<file path="config.mk">
export PLATFORM = sky130hd
export DESIGN_NAME = dm_cache_ctrl
export DESIGN_NICKNAME = d
export VERILOG_FILES = /design/src/rtl/cache_pkg.sv /design/src/rtl/cache_line_array.sv /design/src/rtl/dm_cache_ctrl.sv
export SDC_FILE = /design/constraint.sdc
export NUM_CORES = 1
export LEC_CHECK = 0
export BUFFER_PORTS_ARGS = -buffer_cell sky130_fd_sc_hd__buf_2
export CORE_MARGIN = 2
export CORE_UTILIZATION = 45
export DETAILED_ROUTE_END_ITERATION = 12
export SYNTH_ARGS = -nofsm -noshare
export SYNTH_HDL_FRONTEND = slang
export SYNTH_SLANG_ARGS = --single-unit
</file>
<file path="constraint.sdc">
create_clock -name clk -period 14.6 [get_ports clk]
set_input_delay 2.92 -clock clk [delete_from_list [all_inputs] [get_ports clk]]
set_output_delay 2.92 -clock clk [all_outputs]
set_load 0.01 [all_outputs]
</file>
<file path="src/rtl/cache_pkg.sv">
// +----------------------------------------------------------------------------+
// | cache_pkg : shared types and backing_store encodings for dm_cache_ctrl     |
// | Rev 1.0                                                                    |
// +----------------------------------------------------------------------------+
`default_nettype none

package cache_pkg;

  typedef enum logic [1:0] {
    IDLE     = 2'd0,
    MEM_REQ  = 2'd1,
    MEM_WAIT = 2'd2,
    RESP     = 2'd3
  } state_e;

  localparam logic REQ_READ  = 1'b0;
  localparam logic REQ_WRITE = 1'b1;

endpackage

`default_nettype wire

</file>
<file path="src/rtl/cache_line_array.sv">
// +----------------------------------------------------------------------------+
// | cache_line_array : valid/tag/data storage, async read, sync write          |
// | Rev 1.0                                                                    |
// +----------------------------------------------------------------------------+
`default_nettype none

module cache_line_array #(
  parameter int NUM_LINES = 16,
  parameter int IDX_W     = 4,
  parameter int TAG_W     = 26
) (
  input  logic             clk,
  input  logic             reset,
  input  logic [IDX_W-1:0] rd_idx_i,
  output logic             rd_valid_o,
  output logic [TAG_W-1:0] rd_tag_o,
  output logic [31:0]      rd_data_o,
  input  logic             wr_en_i,
  input  logic [IDX_W-1:0] wr_idx_i,
  input  logic [TAG_W-1:0] wr_tag_i,
  input  logic [31:0]      wr_data_i,
  input  logic             wr_set_valid_i
);

  logic [NUM_LINES-1:0] valid_q;
  logic [TAG_W-1:0]     tag_q  [NUM_LINES];
  logic [31:0]          data_q [NUM_LINES];

  // Only the valid bits are reset; tag/data contents are don't-care until filled.
  always_ff @(posedge clk) begin
    if (reset) begin
      valid_q <= '0;
    end else if (wr_en_i && wr_set_valid_i) begin
      valid_q[wr_idx_i] <= 1'b1;
    end
  end

  always_ff @(posedge clk) begin
    if (wr_en_i) begin
      tag_q[wr_idx_i]  <= wr_tag_i;
      data_q[wr_idx_i] <= wr_data_i;
    end
  end

  assign rd_valid_o = valid_q[rd_idx_i];
  assign rd_tag_o   = tag_q[rd_idx_i];
  assign rd_data_o  = data_q[rd_idx_i];

endmodule

`default_nettype wire

</file>
<file path="src/rtl/dm_cache_ctrl.sv">
// +----------------------------------------------------------------------------+
// | dm_cache_ctrl : direct-mapped write-through no-write-allocate word cache   |
// | Optional read hit/miss counters enabled by CACHE_STATS_EN.                 |
// | Rev 1.0                                                                    |
// +----------------------------------------------------------------------------+
`default_nettype none

module dm_cache_ctrl
  import cache_pkg::*;
#(
  parameter int ADDR_W    = 32,
  parameter int NUM_LINES = 16
) (
  input  logic              clk,
  input  logic              reset,
  input  logic              cpu_req_valid,
  output logic              cpu_req_ready,
  input  logic [ADDR_W-1:0] cpu_req_addr,
  input  logic              cpu_req_we,
  input  logic [31:0]       cpu_req_wdata,
  output logic              cpu_resp_valid,
  output logic [31:0]       cpu_resp_data,
  output logic [31:0]       mem_req_addr,
  output logic [31:0]       mem_req_data,
  output logic              mem_req_type,
  output logic              mem_req_do,
  input  logic [31:0]       mem_O_data,
  input  logic              mem_req_done,
  output logic [31:0]       stat_hits,
  output logic [31:0]       stat_misses
);

  localparam int IDX_W = $clog2(NUM_LINES);
  localparam int TAG_W = ADDR_W - IDX_W - 2;

  state_e            state_q, state_d;
  logic [ADDR_W-1:0] addr_q, addr_d;
  logic              we_q, we_d;
  logic [31:0]       wdata_q, wdata_d;
  logic [31:0]       resp_data_q, resp_data_d;

  logic [IDX_W-1:0]  idx_in;
  logic [TAG_W-1:0]  tag_in;
  logic              lk_valid;
  logic [TAG_W-1:0]  lk_tag;
  logic [31:0]       lk_data;
  logic              hit;
  logic              accept;

  logic              arr_we;
  logic [IDX_W-1:0]  arr_idx;
  logic [TAG_W-1:0]  arr_tag;
  logic [31:0]       arr_data;
  logic              arr_set_valid;

  logic              unused_addr_bits;

  assign idx_in           = cpu_req_addr[IDX_W+1:2];
  assign tag_in           = cpu_req_addr[ADDR_W-1:IDX_W+2];
  assign unused_addr_bits = ^cpu_req_addr[1:0];
  assign hit              = lk_valid && (lk_tag == tag_in);
  assign accept           = cpu_req_valid && (state_q == IDLE);

  cache_line_array #(
    .NUM_LINES (NUM_LINES),
    .IDX_W     (IDX_W),
    .TAG_W     (TAG_W)
  ) u_lines (
    .clk            (clk),
    .reset          (reset),
    .rd_idx_i       (idx_in),
    .rd_valid_o     (lk_valid),
    .rd_tag_o       (lk_tag),
    .rd_data_o      (lk_data),
    .wr_en_i        (arr_we),
    .wr_idx_i       (arr_idx),
    .wr_tag_i       (arr_tag),
    .wr_data_i      (arr_data),
    .wr_set_valid_i (arr_set_valid)
  );

  always_ff @(posedge clk) begin
    if (reset) begin
      state_q     <= IDLE;
      addr_q      <= '0;
      we_q        <= REQ_READ;
      wdata_q     <= '0;
      resp_data_q <= '0;
    end else begin
      state_q     <= state_d;
      addr_q      <= addr_d;
      we_q        <= we_d;
      wdata_q     <= wdata_d;
      resp_data_q <= resp_data_d;
    end
  end

  always_comb begin
    state_d       = state_q;
    addr_d        = addr_q;
    we_d          = we_q;
    wdata_d       = wdata_q;
    resp_data_d   = resp_data_q;
    arr_we        = 1'b0;
    arr_idx       = idx_in;
    arr_tag       = tag_in;
    arr_data      = cpu_req_wdata;
    arr_set_valid = 1'b0;

    case (state_q)
      IDLE: begin
        if (cpu_req_valid) begin
          addr_d  = cpu_req_addr;
          we_d    = cpu_req_we;
          wdata_d = cpu_req_wdata;
          if (cpu_req_we == REQ_WRITE) begin
            // Write-through: a write hit refreshes the line now, a miss leaves it alone.
            arr_we  = hit;
            state_d = MEM_REQ;
          end else if (hit) begin
            resp_data_d = lk_data;
            state_d     = RESP;
          end else begin
            state_d = MEM_REQ;
          end
        end
      end
      MEM_REQ: begin
        state_d = MEM_WAIT;
      end
      MEM_WAIT: begin
        if (mem_req_done) begin
          state_d = RESP;
          if (we_q == REQ_WRITE) begin
            resp_data_d = '0;
          end else begin
            resp_data_d   = mem_O_data;
            arr_we        = 1'b1;
            arr_idx       = addr_q[IDX_W+1:2];
            arr_tag       = addr_q[ADDR_W-1:IDX_W+2];
            arr_data      = mem_O_data;
            arr_set_valid = 1'b1;
          end
        end
      end
      RESP: begin
        state_d = IDLE;
      end
      default: begin
        state_d = IDLE;
      end
    endcase
  end

  assign cpu_req_ready  = (state_q == IDLE);
  assign cpu_resp_valid = (state_q == RESP);
  assign cpu_resp_data  = resp_data_q;
  assign mem_req_do     = (state_q == MEM_REQ);
  assign mem_req_addr   = 32'(addr_q);
  assign mem_req_data   = wdata_q;
  assign mem_req_type   = we_q;

`ifdef CACHE_STATS_EN
  logic [31:0] hits_q, misses_q;

  always_ff @(posedge clk) begin
    if (reset) begin
      hits_q   <= '0;
      misses_q <= '0;
    end else if (accept && (cpu_req_we == REQ_READ)) begin
      if (hit && (hits_q != '1)) begin
        hits_q <= hits_q + 32'd1;
      end
      if (!hit && (misses_q != '1)) begin
        misses_q <= misses_q + 32'd1;
      end
    end
  end

  assign stat_hits   = hits_q;
  assign stat_misses = misses_q;
`else
  logic unused_accept;
  assign unused_accept = accept;
  assign stat_hits     = '0;
  assign stat_misses   = '0;
`endif

endmodule

`default_nettype wire

</file>
# After elaboration in Yosys (flattened, before gate mapping)
# Memories as Yosys holds them, arrays and structs flattened.
# Cells that the tools add are included.
# totals
reg_bits	115
ram_bits	928
inputBits	101
out_inout_bits	164
elab_cells	60
memories	2
# mem_list
name	words	width	rd	rd_clocked_by_memory_dff	write_ports	line_no	rtl
u_lines.data_q	16	32	1	0	1	cache_line_array.sv:27	logic [31:0] data_q [NUM_LINES];
u_lines.tag_q	16	26	1	0	1	cache_line_array.sv:26	logic [TAG_W-1:0] tag_q [NUM_LINES];
# op_classes
order_cmp	3
eq_ne	8
mux	32
bitwise	1
reduce_logical	8
# ops
cell	n
$mux 32	8
$mux 26	3
$pmux 32 s2	1
$eq 26x26->1	1
$or 16x16->16	1
$mux 4	3
$lt 4x5->1 const B	2
$mux 1	9
$mux 2	4
$pmux 2 s4	1
$ne 2x2->1 const B	3
$reduce_and 5->1	1
$bmux 1 s4	1
$demux 1 s4	1
$eq 2x2->1 const B	2
$ge 4x1->1 const B	1
$reduce_and 2->1	2
$logic_and 1x1->1	3
$eq 2x1->1 const B	1
$logic_not 2->1	1
$ne 2x1->1 const B	1
$pmux 1 s2	1
$reduce_bool 2->1	1

# Depth between registers and ports, before layout
# depth
ltp_word	8
ltp_mapped	14

# Cells and area by module
# From an unflattened synthesis, not the netlist that was laid out.
# unflattened
hier_cells	2332
hier_area_um2	41154.5
# by_module_without_submodules
module	n_inst	cells_per_inst	area_per_inst_um2	seq_area_each_um2
cache_line_array	1	1506	35331.4	28187.0
dm_cache_ctrl	1	826	5823.1	1981.9

# Worst setup path after synthesis
# Ideal clock, no wire load.
# synth_path
kind	input to register
startpoint	in cpu_req_addr[2]
endpoint	mem u_lines.data_q[1][0], enable pin
setup_ns	0.559
arrival_time_ns	9.444
path_slack_ns	4.596
stages	10
cell_sequence	buf_6 > buf_12 > mux4_1 > mux4_2 > xor2_1 > nor4_1 > nand4_1 > nand4bb_1 > o21a_1 > nor3b_1
# synth_between
elab_chain_len	8
word_cells_on_any_way	13
# synth_lines
element	line_no	rtl
start: declaration	dm_cache_ctrl.sv:18	input logic [ADDR_W-1:0] cpu_req_addr,
$mem_v2 16x26 or $bmux 1 s4 (tied branches)	n/a	
$eq 26x26->1 or $mux 1 (tied branches)	dm_cache_ctrl.sv:61, cache_line_array.sv:45	
$logic_and 1x1->1	dm_cache_ctrl.sv:61	assign hit = lk_valid && (lk_tag == tag_in);
$mux 1	dm_cache_ctrl.sv:116	if (cpu_req_we == REQ_WRITE) begin
$mux 1	dm_cache_ctrl.sv:112	if (cpu_req_valid) begin
$pmux 1 s2	dm_cache_ctrl.sv:110	case (state_q)
$mux 1	cache_line_array.sv:39	if (wr_en_i) begin
$mux 1 (not written as such)	cache_line_array.sv:41	data_q[wr_idx_i] <= wr_data_i;
end: declaration	cache_line_array.sv:27	
# Parallel ways exist; a longest one is shown, timed or not. The select of a mux whose other input is x is not followed.

# Worst setup path after layout
# layout_path
startpoint	in cpu_req_addr[3]
endpoint	mem u_lines.data_q[8][3], enable pin
# Same word-level chain as after synthesis.

==> results_dict.tcl <==
set metrics [dict create \
    critical_path.cell_chain "buf_6, buf_4, mux4_2, mux2i_1, xnor2_1, o32a_1, nor4_1, nand4_1, nand4bb_1, o21a_1, buf_4, nor2_4, buf_4" \
    yosys_most_used_dff "sky130_fd_sc_hd__edfxtp_1" \
    path_max_fanout 70 \
    crit_required_ps 14900 \
    drt_iter0_markers 2591 \
    design.portCount 265 \
    global_route_wire_length_before_repair_mm 160 \
    wl_per_cell_um 27.5 \
    status "complete, no violations" \
    worst_ep_arrival_time_ps 8600 \
    endpoint_kind "flop" \
    synth.ff_latch_count 1043 \
    routabilityCongestion 0.869 \
    synth_top_cell_by_area "sky130_fd_sc_hd__edfxtp_1" \
    max_slew_margin 0.124 \
    cts_buf_count 107 \
    detail_route.vias_per_cell 5.77 \
    die_h_um 311 \
    post_synth_mux_area_share 0.152 \
    synthesis.area_per_instance_um2 17.5 \
    hold_start "mem_req_addr[1]" \
    areaGrowthSynthToFinish_pct 13.4 \
    finish.instance_area_um2 48000 \
    powerDensity_nw_per_um2 149 \
    design.die.area_um2 96600 \
    core.rowCount 112 \
    layout_min_cycle_time_ps 8300 \
    hold_endpoint "mem_req_addr[1]" \
    rsz0062_at_grt "no" \
    cts.sink_count 1043 \
    setup_tns_ps 0 \
    synth_area_um2 42400 \
    vias_in_the_first_global_route 23200 \
    worstHoldPathType "flop to flop" \
    async_flop_share 0 \
    synthTopCellsByArea "sky130_fd_sc_hd__edfxtp_1 66%, sky130_fd_sc_hd__mux4_2 12%, sky130_fd_sc_hd__dfxtp_1 5.4%, sky130_fd_sc_hd__nand2_1 3.0%, sky130_fd_sc_hd__mux2i_1 1.7%" \
    post_synth_xor_area_fraction 0.00393 \
    initial_core_utilization 0.454 \
    root_buffer_cell "sky130_fd_sc_hd__clkbuf_16" \
    timing.setup.critical_path_class "input pin to flop" \
    worst_slew_pin_slew_ps 1310 \
    wirelength_mm 109 \
    dp.final_hpwl_mm 65.2 \
    vias 22900 \
    cts_resized 0 \
    cts_post_setup_buffers_inserted 0 \
    postSynthCellCount 2416 \
    leakagePower_uw 0.0162 \
    post_route_cells_drive_above_1_share 0.266 \
    compound_gate_portion_of_the_synthesized_area 0.0412 \
    synthesis.yosys.warnings 0 \
    cts.hold.buffers_added 0 \
    final-hold-violation-count 0 \
    ys_types 74 \
    finalMaxSlewViolations 0 \
    worst_setup_hold_path_clk_slew_ps 60 \
    pre_cts_ws_ps 5630 \
    placeableCoreArea_um2 93300 \
    reg2regPathDepth 10 \
    post_synthesis_simple_gate_area_fraction 0.0579 \
    final_critical_path_setup_slack_ps 6300 \
    dominant_combinational_cell_family_by_area_after_synthesis "multiplexers" \
    highest_utilization_routing_layer_at_the_global_route_stage "met2" \
    placement.cell_area_um2 44400 \
    fin_nets 2730 \
    clockBufferDepth 3 \
    final_antenna_net_count 0 \
    synthMostInstantiatedCell "sky130_fd_sc_hd__edfxtp_1" \
    cts-htree-levels 3 \
    final.setup_skew_ps 25.5 \
    slowest_stage_delay_on_critical_path_ps 1020 \
    reg2reg_to "u_lines.data_q[8][3]" \
    slowest_stage "sky130_fd_sc_hd__nor2_4" \
    count_of_cells_along_the_worst_hold_path 2 \
    drt_pre_antenna_iters 7 \
    routing_usage_on_met3 0.0467 \
    drc 0 \
    clk_latency_ps 670 \
    grt_antenna_before_repair 0 \
    max_freq_ghz 0.120 \
    final-setup-viol-count 0 \
    track_usage 0.225 \
    cp_common_cell "sky130_fd_sc_hd__buf_4" \
    post-route-period-util 0.569 \
    global_route.usage.met1 0.319 \
    power_uw 7160 \
    die_extent_in_x_um 311 \
    post_synth_most_frequent_cells "928 x sky130_fd_sc_hd__edfxtp_1, 342 x sky130_fd_sc_hd__nand2_1, 224 x sky130_fd_sc_hd__mux4_2" \
    grt_start_max_net_pins 102 \
    critical_path.reg2reg.startpoint "u_lines.tag_q[11][15]" \
    yosysTopAreaCellShare 0.658 \
    met2_usage 0.355 \
    irDropWorstVdd_mv 0.0992 \
    number_of_synthesized_flops_with_an_enable_pin 928 \
    proportion_of_synthesized_chip_area_in_sequential_cells 0.712 \
    clock_tree_from_tritoncts "yes" \
    worst_setup_path_start_kind "input pin" \
    regToRegSetupSlack_ps 9670 \
    placement.io_buffers 200 \
    max_cap_violations 0 \
    synth_fa_ha_area_frac 0.00118 \
    grt_overflow 0 \
]
area by class of cell:
type | count | area [um^2]
diodes | 1 | 2.50
clock buffers | 134 | 2920
clock inverters | 67 | 728
fillers | 7500 | 45300
inverters | 12 | 46.3
multi-input cells | 1218 | 11200
flip-flops and latches | 1043 | 30200
well taps | 1254 | 1570
repair buffers | 243 | 1360
metal layers:
| metal | wire, um | vias to the layer above | share of wire |
|---|---|---|---|
| met5 | 0 | - | 0 |
| met4 | 2740 | 0 | 0.025 |
| met3 | 8230 | 156 | 0.075 |
| met2 | 51500 | 950 | 0.47 |
| met1 | 46600 | 11900 | 0.43 |
| li1 | - | 9850 | - |
registers in the layout (all words and copies together), names as in the netlist:
register         flops
cpu_resp_data       32
mem_req_addr        32
mem_req_data        32
mem_req_type         1
state_q              2
u_lines.data_q     512
u_lines.tag_q      416
u_lines.valid_q     16
cell usage in the layout, fill, tap and decap left out, types with 47 or more instances in the layout:
cell,Yosys,routed
sky130_fd_sc_hd__conb_1,1,64
sky130_fd_sc_hd__nor2b_1,47,47
sky130_fd_sc_hd__dfxtp_1,115,114
sky130_fd_sc_hd__nand2_1,342,341
sky130_fd_sc_hd__mux4_2,224,224
sky130_fd_sc_hd__mux2i_1,70,70
sky130_fd_sc_hd__clkbuf_16,0,111
sky130_fd_sc_hd__a21oi_1,88,88
sky130_fd_sc_hd__buf_2,31,196
sky130_fd_sc_hd__edfxtp_1,928,928
logic make-up (layout without fill, tap and decap cells):
logic type               after synthesis  after routing
adder cells (fa/ha/maj)                4              4
multiplexers                         335            335
flip-flops                          1043           1043
XOR/XNOR                              19             19
AO/OA/AOI/OAI                        245            245
other                                  1             65
AND/OR/NAND/NOR                      551            551
buffers and inverters                218            456
worst max-delay path by stage:
stage | to | from | slack (ps)
4_1_cts | u_lines.data_q[12][22] | cpu_req_addr[3] | 6330
6_report | u_lines.data_q[8][3] | cpu_req_addr[3] | 6300
5_1_grt | u_lines.tag_q[12][23] | cpu_req_addr[2] | 6130
3_3_place_gp | u_lines.data_q[8][4] | cpu_req_addr[3] | 5450
2_1_floorplan | u_lines.data_q[1][0] | cpu_req_addr[2] | 4600
3_5_place_dp | u_lines.data_q[8][4] | cpu_req_addr[3] | 5630
stage by stage:
stage	hold WS, ps	std cells	utilization
global route	476	3971	0.515
detailed placement	443	3770	0.476
global placement	438	3770	0.476
CTS	452	3971	0.515
floorplan	431	2479	-
finish	452	3972	0.515
power breakdown:
group | switching (uW) | internal, uW | leakage (uW)
sequential | 39.7 | 3430 | 0.00929
combinational | 636 | 249 | 0.00509
clock | 1150 | 1670 | 0.00180
critical path, delay by kind of cell:
kind,cells,cell delay [ps]
AO/OA/AOI/OAI,2,570
XOR/XNOR,1,170
buffers and inverters,4,2220
multiplexers,2,770
AND/OR/NAND/NOR,4,1760
No activity file was read; power rests on OpenSTA's default activity.
